### src/rtl/proc_pkg.sv
// rtl/proc_pkg.sv - shared opcode, ALU, state and field definitions for the processor control slice
// Purpose: constants reused by proc_control_unit, proc_reg_decoder and the bench.
// Ports: none (package).
package proc_pkg;

   // Opcode field iin[15:13]; 011 and 110 are unassigned and retire as illegal.
   localparam logic [2:0] OP_ADD = 3'b000;
   localparam logic [2:0] OP_SUB = 3'b001;
   localparam logic [2:0] OP_NAN = 3'b010;
   localparam logic [2:0] OP_OUT = 3'b100;
   localparam logic [2:0] OP_LDI = 3'b101;
   localparam logic [2:0] OP_REP = 3'b111;

   // ALU operation select; sub computes A - bus.
   localparam logic [1:0] ALU_ADD  = 2'b00;
   localparam logic [1:0] ALU_SUB  = 2'b01;
   localparam logic [1:0] ALU_NAND = 2'b10;

   // Instruction field bit positions.
   localparam int OPC_HI = 15;
   localparam int OPC_LO = 13;
   localparam int RX_HI  = 12;
   localparam int RX_LO  = 10;
   localparam int RY_HI  = 9;
   localparam int RY_LO  = 7;

   typedef enum logic [1:0] {
      ST_T0 = 2'd0,
      ST_T1 = 2'd1,
      ST_T2 = 2'd2,
      ST_T3 = 2'd3
   } state_e;

   function automatic logic [1:0] alu_op_of(input logic [2:0] opc);
      logic [1:0] op;
      op = ALU_ADD;
      if (opc == OP_SUB) op = ALU_SUB;
      else if (opc == OP_NAN) op = ALU_NAND;
      return op;
   endfunction

endpackage

### src/rtl/proc_reg_decoder.sv
// rtl/proc_reg_decoder.sv - register select to one-hot enable decoder with global enable
// Purpose: turns a register index into a one-hot load/drive vector.
// Ports:
//   en_i      - when low the output is all zeros
//   sel_i     - register index
//   onehot_o  - one-hot enable vector, zero when disabled
module proc_reg_decoder #(
   parameter int NREG = 8,
   parameter int SW   = $clog2(NREG)
) (
   input  logic            en_i,
   input  logic [SW-1:0]   sel_i,
   output logic [NREG-1:0] onehot_o
);

   always_comb begin
      onehot_o = '0;
      if (en_i) onehot_o[sel_i] = 1'b1;
   end

endmodule

### src/rtl/proc_control_unit.sv
// rtl/proc_control_unit.sv - multi-cycle control FSM sequencing the 8-register 16-bit datapath
// Purpose: accepts one instruction per valid/ready handshake into IR and drives
// Moore control outputs decoded from state and IR for T1..T3.
// Ports:
//   clock, reset       - rising-edge clock, synchronous active-high reset
//   iin, instr_valid   - instruction word and its valid strobe
//   instr_ready        - high while idle in T0
//   r_in, r_out        - one-hot register load / bus drive enables
//   a_in, g_in, g_out  - accumulator A load, G load, G bus drive
//   imm_out, imm_data  - immediate bus drive and zero-extended IR[9:0]
//   alu_op             - 00 add, 01 sub (A-bus), 10 nand
//   out_en             - output port captures bus
//   done, illegal      - instruction retires / unsupported opcode retires
module proc_control_unit
   import proc_pkg::*;
#(
   parameter int DW    = 16,
   parameter int IMM_W = 10,
   parameter int NREG  = 8
) (
   input  logic            clock,
   input  logic            reset,
   input  logic [DW-1:0]   iin,
   input  logic            instr_valid,
   output logic            instr_ready,
   output logic [NREG-1:0] r_in,
   output logic [NREG-1:0] r_out,
   output logic            a_in,
   output logic            g_in,
   output logic            g_out,
   output logic            imm_out,
   output logic [DW-1:0]   imm_data,
   output logic [1:0]      alu_op,
   output logic            out_en,
   output logic            done,
   output logic            illegal
);

   localparam int SW = $clog2(NREG);

   state_e        state_q, state_d;
   logic [DW-1:0] ir_q, ir_d;

   logic [2:0]    opc;
   logic [SW-1:0] rx, ry;

   logic          rin_en, rout_en;
   logic [SW-1:0] rin_sel, rout_sel;

   assign opc = ir_q[OPC_HI:OPC_LO];
   assign rx  = ir_q[RX_HI:RX_LO];
   assign ry  = ir_q[RY_HI:RY_LO];

   assign imm_data = {{(DW-IMM_W){1'b0}}, ir_q[IMM_W-1:0]};

   always_ff @(posedge clock) begin
      if (reset) begin
         state_q <= ST_T0;
         ir_q    <= '0;
      end else begin
         state_q <= state_d;
         ir_q    <= ir_d;
      end
   end

   always_comb begin
      state_d     = state_q;
      ir_d        = ir_q;
      instr_ready = 1'b0;
      rin_en      = 1'b0;
      rin_sel     = rx;
      rout_en     = 1'b0;
      rout_sel    = rx;
      a_in        = 1'b0;
      g_in        = 1'b0;
      g_out       = 1'b0;
      imm_out     = 1'b0;
      alu_op      = ALU_ADD;
      out_en      = 1'b0;
      done        = 1'b0;
      illegal     = 1'b0;

      unique case (state_q)
         ST_T0: begin
            instr_ready = 1'b1;
            if (instr_valid) begin
               ir_d    = iin;
               state_d = ST_T1;
            end
         end
         ST_T1: begin
            state_d = ST_T0;
            case (opc)
               OP_LDI: begin
                  imm_out = 1'b1;
                  rin_en  = 1'b1;
                  done    = 1'b1;
               end
               OP_REP: begin
                  rout_en  = 1'b1;
                  rout_sel = ry;
                  rin_en   = 1'b1;
                  done     = 1'b1;
               end
               OP_OUT: begin
                  rout_en = 1'b1;
                  out_en  = 1'b1;
                  done    = 1'b1;
               end
               OP_ADD, OP_SUB, OP_NAN: begin
                  rout_en = 1'b1;
                  a_in    = 1'b1;
                  state_d = ST_T2;
               end
               default: begin
                  illegal = 1'b1;
                  done    = 1'b1;
               end
            endcase
         end
         ST_T2: begin
            // Only ALU opcodes reach T2, so ry and the ALU select are always meaningful here.
            rout_en  = 1'b1;
            rout_sel = ry;
            g_in     = 1'b1;
            alu_op   = alu_op_of(opc);
            state_d  = ST_T3;
         end
         ST_T3: begin
            g_out   = 1'b1;
            rin_en  = 1'b1;
            done    = 1'b1;
            state_d = ST_T0;
         end
         default: state_d = ST_T0;
      endcase
   end

   proc_reg_decoder #(.NREG(NREG), .SW(SW)) u_rin_dec (
      .en_i     (rin_en),
      .sel_i    (rin_sel),
      .onehot_o (r_in)
   );

   proc_reg_decoder #(.NREG(NREG), .SW(SW)) u_rout_dec (
      .en_i     (rout_en),
      .sel_i    (rout_sel),
      .onehot_o (r_out)
   );

endmodule

### config.mk
export PLATFORM = sky130hd
export DESIGN_NAME = proc_control_unit
export DESIGN_NICKNAME = d
export VERILOG_FILES = /design/src/rtl/proc_pkg.sv /design/src/rtl/proc_reg_decoder.sv /design/src/rtl/proc_control_unit.sv
export SDC_FILE = /design/constraint.sdc
export NUM_CORES = 1
export LEC_CHECK = 0
export ABC_AREA = 1
export ABC_CLOCK_PERIOD_IN_PS = 3600
export CORE_MARGIN = 1.5
export CORE_UTILIZATION = 25
export CTS_BUF_LIST = sky130_fd_sc_hd__clkbuf_8
export DETAILED_ROUTE_END_ITERATION = 7
export PLACE_DENSITY_LB_ADDON = 0.15
export RECOVER_POWER = 25
export SLEW_MARGIN = 30
export SYNTH_ARGS = -nofsm -noshare
export SYNTH_HDL_FRONTEND = slang
export SYNTH_SLANG_ARGS = --single-unit
### constraint.sdc
create_clock -name clock -period 3.6 [get_ports clock]
set_input_delay 0.72 -clock clock [delete_from_list [all_inputs] [get_ports clock]]
set_output_delay 0.72 -clock clock [all_outputs]
set_load 0.01 [all_outputs]
# ---- Word-level counts from Yosys, hierarchy flattened
# Cells that the tools add are included.
# W data, S select, Z words.
dict set report classes {
  order_cmp 4
  n_eq_ne 9
  reduce_logical 9
  mux 31
}
# op count
set op_table {}
lappend op_table {{$mux W1} 16}
lappend op_table {{$mux W8} 2}
lappend op_table {{$mux W2} 5}
lappend op_table {{$eq A3 B3 Y1 const B} 3}
lappend op_table {{$lt A3 B4 Y1 const B} 2}
lappend op_table {{$pmux W2 S4} 1}
lappend op_table {{$demux W1 S3} 2}
lappend op_table {{$ge A3 B1 Y1 const B} 2}
lappend op_table {{$pmux W1 S2} 3}
lappend op_table {{$pmux W3 S2} 1}
lappend op_table {{$reduce_or A6 Y1} 1}
lappend op_table {{$reduce_or A5 Y1} 1}
lappend op_table {{$eq A2 B2 Y1 const B} 2}
lappend op_table {{$eq A3 B1 Y1 const B} 1}
lappend op_table {{$eq A3 B2 Y1 const B} 1}
lappend op_table {{$logic_not A3 Y1} 1}
lappend op_table {{$mux W3} 1}
lappend op_table {{$reduce_or A3 Y1} 1}
lappend op_table {{$eq A2 B1 Y1 const B} 1}
lappend op_table {{$logic_and A1 B1 Y1} 2}
lappend op_table {{$logic_not A2 Y1} 1}
lappend op_table {{$ne A2 B2 Y1 const B} 1}
lappend op_table {{$reduce_and A2 Y1} 1}
lappend op_table {{$reduce_or A2 Y1} 1}
dict set report word_totals {
  regBits 18
  elab_cells 55
  output_inout_bits 42
  in_bits 19
}

# ---- Longest topological paths before layout
# Gate-level depths: netlist of the first run.
dict set report logic_depth {
  depth_word 8
  depth_mapped 9
}

# ---- Hierarchy
# Synthesis of the first run repeated with hierarchy kept, for this count alone.
dict set report hier_totals {
  hier_cells 180
  area_unflattened_um2 1137.3
}
# module n_inst cells_per_inst area_per_inst_um2
set by_module_without_submodules {}
lappend by_module_without_submodules {proc_control_unit 1 146 1009.7}
lappend by_module_without_submodules {proc_reg_decoder 2 17 63.8}

# ---- Worst setup path after synthesis of the first run
# OpenSTA, ideal clock, no wires.
dict set report synth_timing {
  kind {reg-to-output}
  startpoint {reg state_q[0]}
  endpoint {out r_out[0]}
  path_slack_ns 1.585
  path_stages_with_launch 10
  t_arrival_ns 1.295
  path_cell_list {dfxtp_1 inv_1 ha_1 nand2_1 inv_1 nand2_1 nand2_2 inv_1 nand2_1 nor2_1}
}
dict set report synth_via {
  elab_chain_len 7
  word_cells_on_any_way 10
}
# item line
set synth_lines {}
lappend synth_lines {{start: declaration} proc_control_unit.sv:41} ;# state_e state_q, state_d;
lappend synth_lines {{start signal: assignment} proc_control_unit.sv:61} ;# state_q <= state_d;
lappend synth_lines {{$eq A2 B2 Y1 or $eq A2 B1 Y1 (tied branches)} proc_control_unit.sv:83} ;# unique case (state_q)
lappend synth_lines {{$pmux W3 S2} proc_control_unit.sv:83}
lappend synth_lines {{$lt A3 B4 Y1 (not written as such) or $ge A3 B1 Y1 (tied branches)} proc_reg_decoder.sv:18} ;# if (en_i) onehot_o[sel_i] = 1'b1;
lappend synth_lines {{$logic_and A1 B1 Y1 (not written as such)} proc_reg_decoder.sv:18}
lappend synth_lines {{$mux W1 (not written as such)} proc_reg_decoder.sv:18}
lappend synth_lines {{$demux W1 S3} n/a}
lappend synth_lines {{$mux W8 *} proc_reg_decoder.sv:18}
lappend synth_lines {{end: declaration} proc_control_unit.sv:27} ;# output logic [NREG-1:0] r_out,
# Every way passes the cells marked *; elsewhere a longest branch is shown, timed or not.

# ---- Worst setup path after layout of the first run
dict set report layout_timing {
  startpoint {reg state_q[0]}
  endpoint {out r_out[1]}
}
# The elaborated chain is that of the path after synthesis.

==> results of run 1 <==
-- worst min path at each step --
| stage | from | end | slack [ns] | cells past startpoint |
|---|---|---|---|---|
| 5_1_grt | ir_q[4] | ir_q[4] | 0.51 | 2 |
| 4_1_cts | ir_q[6] | ir_q[6] | 0.50 | 2 |
| 3_5_place_dp | ir_q[5] | ir_q[5] | 0.48 | 2 |
| 2_1_floorplan | ir_q[6] | ir_q[6] | 0.45 | 2 |
| 3_3_place_gp | ir_q[6] | ir_q[6] | 0.47 | 2 |
| 6_report | ir_q[3] | ir_q[3] | 0.48 | 2 |
-- stage by stage --
| step | hold slack, ns | setup WS, ns | power (mW) |
|---|---|---|---|
| after floorplan | 0.4544 | 1.585 | 0.5007 |
| after global placement | 0.4672 | 1.006 | 0.6035 |
| after detailed placement | 0.4785 | 0.9825 | 0.6021 |
| after CTS | 0.4952 | 0.6941 | 0.7699 |
| after global routing | 0.5081 | 0.4675 | 0.8071 |
| final | 0.4810 | 0.7229 | 0.7493 |
-- critical path: stages (launching register included) --
cell and delay, ns:
dfxtp_1 0.36, inv_1 0.11, ha_1 0.39, nand2_1 0.10
inv_1 0.04, nand2_1 0.06, nand2_2 0.06, inv_1 0.07
nand2_1 0.07, nor2_1 0.10, clkdlybuf4s50_1 0.54
-- registers in the layout, indices dropped and copies added, names as in the netlist, named ones only --
name     flops
ir_q        16
state_q      1
-- routing by layer --
metal | share of wire, % | vias up | global-route usage (%)
met1 | 47 | 456 | 13.00
met2 | 46 | 36 | 18.07
met4 | 1.9 | 0 | 5.031
met5 | 0 | - | 0
met3 | 5.2 | 5 | 1.709
li1 | - | 611 | -
-- cell type report --
cell class / count / area (µm²) / area share, %
Clock buffer: 4 / 55.05 / 3.262
Timing Repair Buffer: 54 / 540.5 / 32.02
Tap cell: 52 / 65.06 / 3.855
Sequential cell: 18 / 360.3 / 21.35
Multi-Input combinational cell: 122 / 584.3 / 34.62
Inverter: 22 / 82.58 / 4.893
-- cell usage in the layout, fill, tap and decap left out, types with 3 or more instances in the layout --
cell | netlist | layout
a21oi_1 | 7 | 7
clkbuf_8 | 0 | 4
clkdlybuf4s50_1 | 0 | 44
conb_1 | 1 | 6
dfxtp_1 | 18 | 18
dlygate4sd3_1 | 0 | 10
ha_1 | 5 | 5
inv_1 | 22 | 22
nand2_1 | 24 | 24
nand2_2 | 8 | 8
nand3_1 | 3 | 3
nor2_1 | 42 | 42
nor3_1 | 3 | 3
o21ai_0 | 18 | 18
-- cell families (layout without fill, tap and decap cells) --
kind of cell | count (synthesis) | in the layout
and+or+nand+nor | 84 | 84
AOI/OAI and AO/OA | 27 | 27
DFF | 18 | 18
buffers and inverters | 44 | 80
other | 1 | 6
adders and majority gates | 5 | 5
-- power groups by stage --
stage | combinational [mW] | clock, mW | sequential, mW
floorplan | 0.242 | 0 | 0.258
global placement | 0.330 | 0 | 0.273
detailed placement | 0.329 | 0 | 0.273
CTS | 0.329 | 0.171 | 0.269
global route | 0.358 | 0.176 | 0.274
finish | 0.317 | 0.164 | 0.268
==> flow_summary.ini, run 1 <==
[clocking]
clkSinkCount = 18
cts_buffers = 3
path_clk_slew_ns = 0.07
cts-root-buf = clkbuf_8
cts_setup_buffers = 0
clock_latency_ns = 0.25
cts_hold_buf = 0
cts_tree = built
post_cts_resized = 0
htreeDepth = 1
clk_path_buf_depth = 2

[detailed_routing]
drt_wl_total_um = 2590
drt_pass1_iterations = 2
ant_nets = 0
post-route-drc-count = 0
wl_per_cell_um = 9.522
drt_iter0_markers = 36
via_per_inst = 4.074
dr_total_vias = 1108

[timing]
rsz0062_at_grt = false
worst_pin_slew_ns = 0.6226
finalCriticalPeriod_ns = 2.877
slew_violations = 0
clock_skew_ns = 0.001392
relSlewSlack_pct = 58.39
max_freq_ghz = 0.3476
period_share_pct = 79.92
finalSetupViolCount = 0
hold_violations = 0
final.setup.tns_ns = 0

[power]
swShare_pct = 36.73
ir_drop_uv = 166.2
p_comb_share_pct = 42.3
p_leak_nw = 0.7350
p_sw_mw = 0.2752
p_int_mw = 0.4741
p_seq_share_pct = 35.7
p_clk_share_pct = 21.9
powerDensity_nw_per_um2 = 443.9

[floorplan]
io_pins = 61
rows = 24
fp.dieH_um = 71.12
die-width_um = 71.12
start_util_pct = 26.28
coreArea_um2 = 4414
dieArea_um2 = 5057

[yosys]
synth_cell_types = 21
synthAdderAreaFrac_pct = 5.394
synth_simple_gate_area_share_pct = 30.85
synth_commonest_cells = 42 x nor2_1, 24 x nand2_1, 22 x inv_1
synth_compound_area_share_pct = 12.19
synth_area_leaders = dfxtp_1 31%, nor2_1 14%, buf_4 10%
async_flop_share_pct = 0
synthXorXnorAreaFrac_pct = 0
synth_seq_area_share_pct = 31.07
synth_top_family_by_area = simple AND/OR/NAND/NOR gates
yosysMostFrequentCell = nor2_1
yosys_warnings = 0
synthCells = 179
synth_area_per_cell_um2 = 6.480
synth_area_leader_cell = dfxtp_1
synth_area_um2 = 1160
synth_top_cell_area_share_pct = 31.07
synth_edf_count = 0
synth_ff_type = dfxtp_1
muxShareOfSynthArea_pct = 0
synth-seq-cells = 18

[layout]
post-route-util_pct = 38.24
drive_gt1_share_pct = 6.818
postLayoutCellArea_um2 = 1688
fill_cells = 477
nets = 245
layoutNonFillerInstCount = 272
antenna_cells = 0
area.growth.synth_to_final_pct = 45.52

[placed_design]
placed_cell_area_um2 = 1633
dp_cells = 268
place.port_buffers = 54
place_hpwl_um = 2081
place.gp.congestion = 0.7352

[worst_setup_path]
critPathLaunchType = flip-flop
cp-end-kind = output pin
crit_end = r_out[1]
r2r_cells = 6
reg2reg_slack_ns = 1.75
worstPathArrival_ns = 2.16
cp_max_fo = 5
cp.required_ns = 2.88
worstReg2RegEnd = ir_q[7]
critPathKind = reg -> out
r2r_start = state_q[0]
crit_start = state_q[0]

[outcome]
status = completed

[global_routing]
grt_pass1_wl_um = 4374
antenna_found_initial = 0
grt_max_degree = 23
grt_pass1_vias = 1051
grt_usage_pct = 10.60
overflow = 0

[run]
maxCapViolations = 0

[min_path]
worstHoldPathType = reg -> reg
Note: power is estimated with default switching activity, not from simulation.
==> inputs of run 2 (changes only) <==
--- a/config.mk
+++ b/config.mk
@@ -6,7 +6,7 @@
 export NUM_CORES = 1
 export LEC_CHECK = 0
 export ABC_AREA = 1
-export ABC_CLOCK_PERIOD_IN_PS = 3600
+export ABC_CLOCK_PERIOD_IN_PS = 2500
 export CORE_MARGIN = 1.5
 export CORE_UTILIZATION = 25
 export CTS_BUF_LIST = sky130_fd_sc_hd__clkbuf_8
==> constraint.sdc (replaced) <==
create_clock -name clock -period 2.5 [get_ports clock]
set_input_delay 0.5 -clock clock [delete_from_list [all_inputs] [get_ports clock]]
set_output_delay 0.5 -clock clock [all_outputs]
set_load 0.01 [all_outputs]
==> run 2 against run 1 <==
  * First-iteration DRC count is the same
  * Sequential power grew 47%
  * Final area grew 2.4%
  * Worst hold slack gained 0.0039 ns
  * Power grew 50%
  * Register-to-register slack lost 0.64 ns
  * Critical path type unchanged
  * Highest routed layer unchanged
==> flow_summary.ini, run 2 (synthesized netlist as in run 1, its figures left out) <==
[clocking]
cts_hold_buf = 0
clkSinkCount = 18
path_clk_slew_ns = 0.07
clock_latency_ns = 0.25
cts_tree = built
clk_path_buf_depth = 2
cts_buffers = 3
cts-root-buf = clkbuf_8
htreeDepth = 1

[timing]
max_freq_ghz = 0.4282
finalCriticalPeriod_ns = 2.335
final.setup.tns_ns = 0
clock_skew_ns = 0.002227
hold_violations = 0
slew_violations = 0
finalSetupViolCount = 0
period_share_pct = 93.41
rsz0062_at_grt = false

[power]
ir_drop_uv = 278.4
powerDensity_nw_per_um2 = 648.4
p_leak_nw = 0.7984

[layout]
mostFrequentLayoutCells = 44 x clkdlybuf4s50_1, 42 x nor2_1, 24 x nand2_1, 20 x inv_1, 18 x o21ai_0
top_register = ir_q
final_common_cell = clkdlybuf4s50_1
largestRegisters = ir_q: 16 flops, state_q: 1 flops
seq_area_um2 = 365.4
drive_gt1_share_pct = 10.36
area.growth.synth_to_final_pct = 49.08
postLayoutCellArea_um2 = 1729
multiInputGateArea_um2 = 609.3
antenna_cells = 0
nets = 247
largest_reg_flops = 16
fill_cells = 506

[run]
maxCapViolations = 0

[global_routing]
antenna_found_initial = 0
grt_usage_pct = 10.49
grt_max_degree = 18
grt_pass1_wl_um = 4278
overflow = 0
grt_pass1_vias = 1004

[min_path]
hold_path_depth = 2
worstHoldPathType = reg -> reg
holdPathEnd = ir_q[2]
hp-start = ir_q[2]

[detailed_routing]
via_per_inst = 4.113
drt_pass1_iterations = 4
post-route-drc-count = 0
ant_nets = 0
drt_wl_total_um = 2654
dr_total_vias = 1127
wl_per_cell_um = 9.686
drt_iter0_markers = 36

[floorplan]
dieArea_um2 = 5057
io_pins = 61
coreArea_um2 = 4414
start_util_pct = 26.28
fp.dieH_um = 71.12
rows = 24
die-width_um = 71.12

[worst_setup_path]
cp.required_ns = 2.00
worstReg2RegEnd = ir_q[3]
r2r_cells = 6
cp-end-kind = output pin
cp_max_fo = 6
critPathLaunchType = flip-flop
reg2reg_slack_ns = 1.11
worstPathArrival_ns = 1.84
critPathKind = reg -> out
r2r_start = state_q[0]

[placed_design]
place.gp.congestion = 0.7250
place.port_buffers = 54
placed_cell_area_um2 = 1648
place_hpwl_um = 2142

[outcome]
status = completed
[run 2: changes by cell type in the layout (fill, tap and decap cells not counted), sizes merged]
cell,before,now
buf,0,2
dlymetal6s2s,0,2
dlygate4sd3,10,1
dlygate4sd2,0,7
[run 2: metal layers]
metal  GRT usage [%]  share of wire, %
met4           3.774               1.1
met1           13.11                45
met3           2.422               6.1
met2           17.65                47
met5               0                 0
[run 2: worst max-delay path: stages, from the launching register on]
cell	delay, ns
dfxtp_2	0.34
inv_2	0.10
ha_4	0.17
nand3_1	0.09
nand2_1	0.12
nand2_1	0.11
nor2_1	0.11
clkdlybuf4s50_1	0.55
[run 2: how the worst max path moves through the flow]
| stage | endpoint | slack (ns) | depth (start not counted) |
|---|---|---|---|
| after floorplan | r_out[0] | 0.71 | 9 |
| after global placement | r_out[1] | 0.12 | 10 |
| after detailed placement | r_out[0] | 0.10 | 10 |
| after CTS | r_out[7] | 0.02 | 9 |
| after global routing | r_in[0] | 0.009 | 7 |
| final | r_in[6] | 0.16 | 7 |
[run 2: final cells by class]
| class | instances | share of cell area [%] |
|---|---|---|
| Timing Repair Buffer | 56 | 31.91 |
| Tap cell | 52 | 3.763 |
| Clock buffer | 4 | 3.184 |
| Multi-Input combinational cell | 122 | 35.24 |
| Inverter | 22 | 4.776 |
| Sequential cell | 18 | 21.13 |
[run 2: repair_timing]
| action | in CTS | in global routing |
|---|---|---|
| pin swaps | 0 | 0 |
| gates resized for setup | 15 | 2 |
| setup buffers | 0 | 0 |
| endpoints found under the setup margin | 8 | 2 |
[run 2: power breakdown]
group,switching [mW],internal [mW],leakage [nW]
clock network,0.0971,0.140,0.0288
logic,0.260,0.231,0.620
registers,0.0519,0.341,0.150
[run 2: stage by stage]
stage                     worst slack [ns]  instances  utilization (%)  power (mW)  hold WS (ns)
after floorplan                     0.7051        184                -      0.7211        0.4544
after global placement              0.1157        270            37.33      0.8773        0.4761
after detailed placement            0.1048        270            37.33      0.8761        0.4754
after CTS                          0.01888        274            39.06       1.142        0.4872
after global routing              0.009264        274            39.17       1.213        0.5140
final                               0.1647        274            39.17       1.121        0.4848
==> inputs of run 3 (changes only) <==
--- a/config.mk
+++ b/config.mk
@@ -6,10 +6,10 @@
 export NUM_CORES = 1
 export LEC_CHECK = 0
 export ABC_AREA = 1
-export ABC_CLOCK_PERIOD_IN_PS = 2500
+export ABC_CLOCK_PERIOD_IN_PS = 2000
 export CORE_MARGIN = 1.5
 export CORE_UTILIZATION = 25
-export CTS_BUF_LIST = sky130_fd_sc_hd__clkbuf_8
+export CTS_BUF_LIST = sky130_fd_sc_hd__clkbuf_4
 export DETAILED_ROUTE_END_ITERATION = 7
 export PLACE_DENSITY_LB_ADDON = 0.15
 export RECOVER_POWER = 25
==> constraint.sdc (replaced) <==
create_clock -name clock -period 2 [get_ports clock]
set_input_delay 0.4 -clock clock [delete_from_list [all_inputs] [get_ports clock]]
set_output_delay 0.4 -clock clock [all_outputs]
set_load 0.01 [all_outputs]
==> run 3 against run 2 <==
  * The flow now finishes with violations (setup timing)
  * Power up 24%
  * First-iteration DRC count is 2.8% lower
  * Clock skew fell by 0.00065 ns
  * Combinational power grew 47%
  * Final cell count is 5.8% higher
  * Clock power fell by 22%
  * Highest routed layer unchanged
  * Worst hold slack improved by 0.0057 ns
  * Largest power group unchanged
  * Wire length is 5.6% higher
  * Setup slack lost 0.20 ns
  * Die area stayed put
  * Register-to-register slack lost 0.67 ns
==> flow_summary.ini, run 3 (synthesized netlist as in run 1, its figures left out) <==
[outcome]
status = finished with violations
violations = setup timing

[detailed_routing]
drt_iter0_markers = 35
post-route-drc-count = 0
drt_pass1_iterations = 4
dr_total_vias = 1196
drt_wl_total_um = 2802
via_per_inst = 4.124
ant_nets = 0
wl_per_cell_um = 9.662

[run]
maxCapViolations = 0

[clocking]
clkSinkCount = 18
cts_tree = built
path_clk_slew_ns = 0.10
cts_buffers = 3
clk_path_buf_depth = 2
cts-root-buf = clkbuf_4
htreeDepth = 1
clock_latency_ns = 0.29

[timing]
max_freq_ghz = 0.4916
finalSetupViolCount = 9
fin_ws_ns = -0.03419
slew_violations = 0
clock_skew_ns = 0.001580
hold_violations = 0
holdWs_ns = 0.4905
finalCriticalPeriod_ns = 2.034
period_share_pct = 101.7
rsz0062_at_grt = true
final.setup.tns_ns = -0.2019

[worst_setup_path]
cp_max_fo = 4
crit_family = simple AND/OR/NAND/NOR gates
critPathBufInv = 3
cp-end-kind = output pin
critPathKind = reg -> out
worstPathArrival_ns = 1.63
critPathLaunchType = flip-flop
cp_slowest_stage_delay_ns = 0.34
cp_cell_sequence = buf_6 -> ha_4 -> nand4_1 -> nand2_2 -> nand2_1 -> nand2_2 -> inv_1 -> nand2_1 -> nor2_1 -> buf_2
cp.required_ns = 1.60
critical_path.slowest_cell = dfxtp_2

[layout]
postLayoutCellArea_um2 = 1803
drive_gt1_share_pct = 31.09
mostFrequentLayoutCells = 37 x nor2_1, 22 x clkdlybuf4s50_1, 18 x o21ai_0, 17 x buf_2
largestRegisters = ir_q: 16 flops, state_q: 1 flops
layoutNonFillerInstCount = 290
area.growth.synth_to_final_pct = 55.45
final_common_cell = nor2_1
post-route-util_pct = 40.84
top_register = ir_q
largest_reg_flops = 16
nets = 263
antenna_cells = 0

[placed_design]
dp_slack_ns = -0.1610
place.port_buffers = 54
place_hpwl_um = 2219
place.gp.congestion = 0.7683
dp_cells = 284
placed_cell_area_um2 = 1753

[min_path]
worstHoldPathType = reg -> reg

[floorplan]
coreArea_um2 = 4414
start_util_pct = 26.28
die-width_um = 71.12
fp.dieH_um = 71.12
io_pins = 61
rows = 24
dieArea_um2 = 5057

[global_routing]
grt_usage_pct = 11.85
grt_pass1_vias = 1203
grt_max_degree = 18
antenna_found_initial = 0
grt_pass1_wl_um = 4968
overflow = 0

[power]
power.total_mw = 1.389
ir_drop_uv = 313.0
powerDensity_nw_per_um2 = 770.6
p_leak_nw = 0.9263
run 3: worst paths after layout:
| check | from | endpoint | slack [ns] | depth (start not counted) |
|---|---|---|---|---|
| hold / removal | ir_q[3] | ir_q[3] | 0.49 | 2 |
| hold reg to reg | ir_q[3] | ir_q[3] | 0.49 | 2 |
| setup reg to reg | state_q[0] | ir_q[6] | 0.44 | 7 |
| setup / recovery | state_q[0] | r_out[3] | -0.03 | 10 |
run 3: power by group:
part / internal (mW) / switching, mW / leakage (nW)
clock network: 0.0726 / 0.111 / 0.0154
logic: 0.341 / 0.382 / 0.761
registers: 0.424 / 0.0591 / 0.150
total: 0.838 / 0.552 / 0.926
run 3: area by class of cell:
class	count	area, µm²
fillers	495	2611
multi-input cells	122	679.4
repair buffers	72	584.3
flip-flops and latches	18	362.8
inverters	22	85.08
well taps	52	65.06
clock buffers	3	22.52
clock inverters	1	3.754
run 3: tightest hold or removal path, stage by stage (launching register included):
cell and delay [ns]:
dfxtp_1 0.34, nor2_1 0.05, nor2_1 0.08
run 3: timing repair:
action | CTS | global route
gates resized for setup | 91 | 23
hold buffers | 0 | 0
cloned | 0 | 0
setup buffers | 1 | 1
setup endpoints to repair | 23 | 22
pin swaps | 4 | 8
run 3: routing by layer:
metal,wire length (µm),up-vias,track usage (%)
li1,-,649,-
met1,1183,506,13.37
met2,1388,36,21.81
met3,193,5,2.564
met4,36,0,4.193
met5,0,-,0
